==> config.mk <==
export PLATFORM = sky130hd
export DESIGN_NAME = iter_divider
export DESIGN_NICKNAME = d
export VERILOG_FILES = /design/src/rtl/div_pkg.sv /design/src/rtl/div_sub_stage.sv /design/src/rtl/iter_divider.sv
export SDC_FILE = /design/constraint.sdc
export NUM_CORES = 1
export LEC_CHECK = 0
export BUFFER_PORTS_ARGS = -buffer_cell sky130_fd_sc_hd__buf_2
export CORE_MARGIN = 3
export CORE_UTILIZATION = 40
export DETAILED_ROUTE_END_ITERATION = 12
export PLACE_DENSITY = 0.63
export SLEW_MARGIN = 20
export SYNTH_ARGS = -nofsm -noshare
export SYNTH_HDL_FRONTEND = slang
export SYNTH_HIERARCHICAL = 1
export SYNTH_SLANG_ARGS = --single-unit
export TNS_END_PERCENT = 30
==> constraint.sdc <==
create_clock -name clk -period 3.9 [get_ports clk]
set_input_delay 0.39 -clock clk [delete_from_list [all_inputs] [get_ports clk]]
set_output_delay 0.39 -clock clk [all_outputs]
set_load 0.01 [all_outputs]
==> src/rtl/div_pkg.sv <==
// Shared constants and state encoding for the iterative restoring divider.
package div_pkg;

    localparam int unsigned DIV_WIDTH = 20;
    localparam int unsigned DIV_CNT_W = $clog2(DIV_WIDTH);

    localparam logic [1:0] DIV_IDLE = 2'd0;
    localparam logic [1:0] DIV_RUN  = 2'd1;
    localparam logic [1:0] DIV_DONE = 2'd2;

    typedef enum logic [1:0] {
        ST_IDLE = DIV_IDLE,
        ST_RUN  = DIV_RUN,
        ST_DONE = DIV_DONE
    } div_state_e;

endpackage

==> src/rtl/div_sub_stage.sv <==
// One restoring-division step: compare the shifted partial remainder with the
// divisor and subtract when it fits.
module div_sub_stage #(
    parameter int unsigned WIDTH = 20
) (
    input  logic [WIDTH:0]   t,
    input  logic [WIDTH-1:0] divisor,
    output logic [WIDTH:0]   r_next,
    output logic             q_bit
);

    logic [WIDTH:0] dvsr_ext;

    assign dvsr_ext = {1'b0, divisor};
    assign q_bit    = (t >= dvsr_ext);
    assign r_next   = q_bit ? (t - dvsr_ext) : t;

endmodule

==> src/rtl/iter_divider.sv <==
// Multi-cycle unsigned restoring divider with start/busy/done handshake.
// Optional feature: DIV_ZERO_DETECT_EN enables the divide-by-zero early-out.
module iter_divider
    import div_pkg::*;
#(
    parameter int unsigned WIDTH = DIV_WIDTH
) (
    input  logic             clk,
    input  logic             rst,
    input  logic             start,
    input  logic [WIDTH-1:0] dividend,
    input  logic [WIDTH-1:0] divisor,
    output logic             busy,
    output logic             done,
    output logic [WIDTH-1:0] quotient,
    output logic [WIDTH-1:0] remainder,
    output logic             div_by_zero
);

    localparam int unsigned CNT_W = $clog2(WIDTH);

    div_state_e       state_q, state_d;
    logic [CNT_W-1:0] cnt_q, cnt_d;
    logic [WIDTH-1:0] q_q, q_d;
    logic [WIDTH:0]   r_q, r_d;
    logic [WIDTH-1:0] dvsr_q, dvsr_d;
    logic [WIDTH-1:0] quot_q, quot_d;
    logic [WIDTH-1:0] rem_q, rem_d;
    logic             busy_q, busy_d;
    logic             done_q, done_d;
`ifdef DIV_ZERO_DETECT_EN
    logic             dbz_q, dbz_d;
`endif

    logic [WIDTH:0]   t;
    logic [WIDTH:0]   r_next;
    logic             q_bit;

    assign t = {r_q[WIDTH-1:0], q_q[WIDTH-1]};

    div_sub_stage #(.WIDTH(WIDTH)) u_sub (
        .t       (t),
        .divisor (dvsr_q),
        .r_next  (r_next),
        .q_bit   (q_bit)
    );

    // State and datapath registers
    always_ff @(posedge clk or posedge rst) begin
        if (rst) begin
            state_q <= ST_IDLE;
            cnt_q   <= '0;
            q_q     <= '0;
            r_q     <= '0;
            dvsr_q  <= '0;
            quot_q  <= '0;
            rem_q   <= '0;
            busy_q  <= 1'b0;
            done_q  <= 1'b0;
`ifdef DIV_ZERO_DETECT_EN
            dbz_q   <= 1'b0;
`endif
        end else begin
            state_q <= state_d;
            cnt_q   <= cnt_d;
            q_q     <= q_d;
            r_q     <= r_d;
            dvsr_q  <= dvsr_d;
            quot_q  <= quot_d;
            rem_q   <= rem_d;
            busy_q  <= busy_d;
            done_q  <= done_d;
`ifdef DIV_ZERO_DETECT_EN
            dbz_q   <= dbz_d;
`endif
        end
    end

    // Next-state, iteration and output-register logic
    always_comb begin
        state_d = state_q;
        cnt_d   = cnt_q;
        q_d     = q_q;
        r_d     = r_q;
        dvsr_d  = dvsr_q;
        quot_d  = quot_q;
        rem_d   = rem_q;
`ifdef DIV_ZERO_DETECT_EN
        dbz_d   = dbz_q;
`endif

        case (state_q)
            ST_IDLE: begin
                if (start) begin
                    dvsr_d = divisor;
                    q_d    = dividend;
                    r_d    = '0;
                    cnt_d  = '0;
                    state_d = ST_RUN;
`ifdef DIV_ZERO_DETECT_EN
                    dbz_d  = 1'b0;
                    if (divisor == '0) begin
                        state_d = ST_DONE;
                        quot_d  = '1;
                        rem_d   = dividend;
                        dbz_d   = 1'b1;
                    end
`endif
                end
            end
            ST_RUN: begin
                q_d   = {q_q[WIDTH-2:0], q_bit};
                r_d   = r_next;
                cnt_d = cnt_q + CNT_W'(1);
                if (cnt_q == CNT_W'(WIDTH - 1)) begin
                    state_d = ST_DONE;
                    cnt_d   = '0;
                    quot_d  = {q_q[WIDTH-2:0], q_bit};
                    rem_d   = r_next[WIDTH-1:0];
                end
            end
            ST_DONE: begin
                state_d = ST_IDLE;
            end
            default: begin
                state_d = ST_IDLE;
            end
        endcase

        // busy covers the whole RUN stretch including the edge that leaves it;
        // done trails the internal DONE state by one register stage.
        busy_d = (state_d == ST_RUN) || (state_q == ST_RUN);
        done_d = (state_q == ST_DONE);
    end

    assign busy      = busy_q;
    assign done      = done_q;
    assign quotient  = quot_q;
    assign remainder = rem_q;
`ifdef DIV_ZERO_DETECT_EN
    assign div_by_zero = dbz_q;
`else
    assign div_by_zero = 1'b0;
`endif

endmodule

==> impl_metrics.json <==
{
  "root_buffer": "clkbuf_16",
  "status": "completed",
  "drt_wl_total_um": 13300,
  "vdd_ir_drop_max_uv": 578,
  "maxCapViolCount": 0,
  "fin_tns_setup_ns": 0,
  "cp.required_ns": 4.15,
  "grt_use_total": 0.166,
  "grt_setup_unrepaired": "false",
  "layout-area-overhead-vs-synth_pct": 12.8,
  "initial_utilization": 0.413,
  "fmaxAchievable_mhz": 348,
  "die_w_um": 129,
  "yosysWarningCount": 6,
  "slew_headroom": 0.507,
  "antenna_found_initial": 1,
  "die_area_um2": 16600,
  "n_fill_cell": 1386,
  "worstSkewPairLatency_ns": 0.36,
  "drtIter0Drc": 168,
  "cp_max_fo": 16,
  "finalHoldViolCount": 0,
  "antenna_left": 0,
  "regToRegStartpoint": "r_q[9]",
  "grt_max_degree": 59,
  "drive_gt1_frac": 0.313,
  "stdcell_area_um2": 6810,
  "final_common_cell": "dfrtp_1",
  "hpwl_um": 9320,
  "critPathLaunch": "r_q[9]",
  "finalClockSkew_ns": 0.00960,
  "place_area_um2": 6520,
  "min_period_ns": 2.87,
  "final_core_util": 0.465,
  "total_power_mw": 7.63,
  "crit_arrival_ns": 3.12,
  "fp.coreArea_um2": 14600,
  "clockBufferDepth": 2,
  "setup_viol": 0,
  "clkTransAtPathRegs_ns": 0.07,
  "slew_viol_final": 0,
  "final_net_count": 661,
  "cts_buffers": 9,
  "port-buffer-count": 84,
  "dr.pass1.iters": 4,
  "grt_overflow": 0,
  "avgSynthCellArea_um2": 11.5,
  "holdBufCountCts": 0,
  "ctsResizeCount": 0,
  "clock-sinks": 109,
  "power.density_nw_per_um2": 1120,
  "io_pins": 86,
  "htreeDepth": 3,
  "rrSetupSlack_ns": 1.03,
  "vias": 4232,
  "cts_tree": "built",
  "grt_pass1_vias": 4311,
  "leakagePower_nw": 3.37,
  "crit_path_end_kind": "flip-flop",
  "reg2regPathDepth": 9,
  "critical_path_class": "reg2reg",
  "avgViaCountPerCell": 5.38,
  "synth_nets": 589,
  "max_slew.worst_pin.slew_ns": 0.737,
  "syn_area_um2": 6040,
  "post_drt_wl_per_cell_um": 17.0,
  "startpoint_type": "flip-flop",
  "min_period_over_period": 0.736,
  "hold_class": "in2async",
  "synthCells": 524,
  "final_cell_mix": "109 x dfrtp_1, 84 x buf_2, 42 x mux2_4",
  "drc": 0,
  "fp-row-count": 44,
  "dieHeight_um": 129,
  "cts_setup_buffers": 0,
  "gp_congestion": 0.918,
  "grt_first_pass_wirelength_um": 22000
}
==> worst max-delay path, stage by stage, from the launching register on <==
cell and delay, ns:
dfrtp_1 0.40, ha_1 0.41, nand4_1 0.26, nor2_1 0.20
a21boi_2 0.30, o31a_4 0.26, nor2_8 0.07, inv_4 0.21
mux2_2 0.39, mux2_4 0.28
==> registers in the layout, summed over array words and instances (netlist names), 2 cells and up <==
name / cells
cnt_q: 5
dvsr_q: 20
q_q: 20
quotient: 20
r_q: 20
remainder: 20
state_q: 2
==> through the flow <==
step / instances / hold slack, ns / worst slack (ns)
final: 786 / 0.148 / 1.03
after global routing: 785 / 0.197 / 0.859
after CTS: 785 / 0.178 / 1.05
after detailed placement: 769 / 0.490 / 1.06
after global placement: 769 / 0.486 / 1.13
after floorplan: 524 / 0.467 / 0.636
==> area by class of cell <==
class | count | area, um2 | share of cell area
multi-input cells | 359 | 2990 | 0.439
inverters | 28 | 110 | 0.0162
repair buffers | 89 | 458 | 0.0672
flip-flops and latches | 109 | 2730 | 0.400
diodes | 1 | 2.50 | 0.000367
clock buffers | 10 | 229 | 0.0336
well taps | 184 | 230 | 0.0338
clock inverters | 6 | 62.6 | 0.00918
==> where the power goes <==
group	internal, mW	switching, mW
logic	2.22	2.40
registers	1.72	0.379
clock network	0.452	0.457
==> path summary, 6_finish.rpt <==
path                            endpoint
max                         remainder[6]
max reg2reg                 remainder[6]
min                             cnt_q[1]
max in group asynchronous  remainder[16]
min in group clk              dvsr_q[19]
min reg2reg                remainder[15]
==> per-layer routing <==
metal / global-route usage / share of wire / vias up
met5: 0 / 0.00097 / -
met4: 0.0395 / 0.010 / 2
met3: 0.0610 / 0.061 / 15
met2: 0.264 / 0.48 / 108
met1: 0.217 / 0.45 / 2083
li1: - / - / 2024
(Power assumes the default switching activity.)
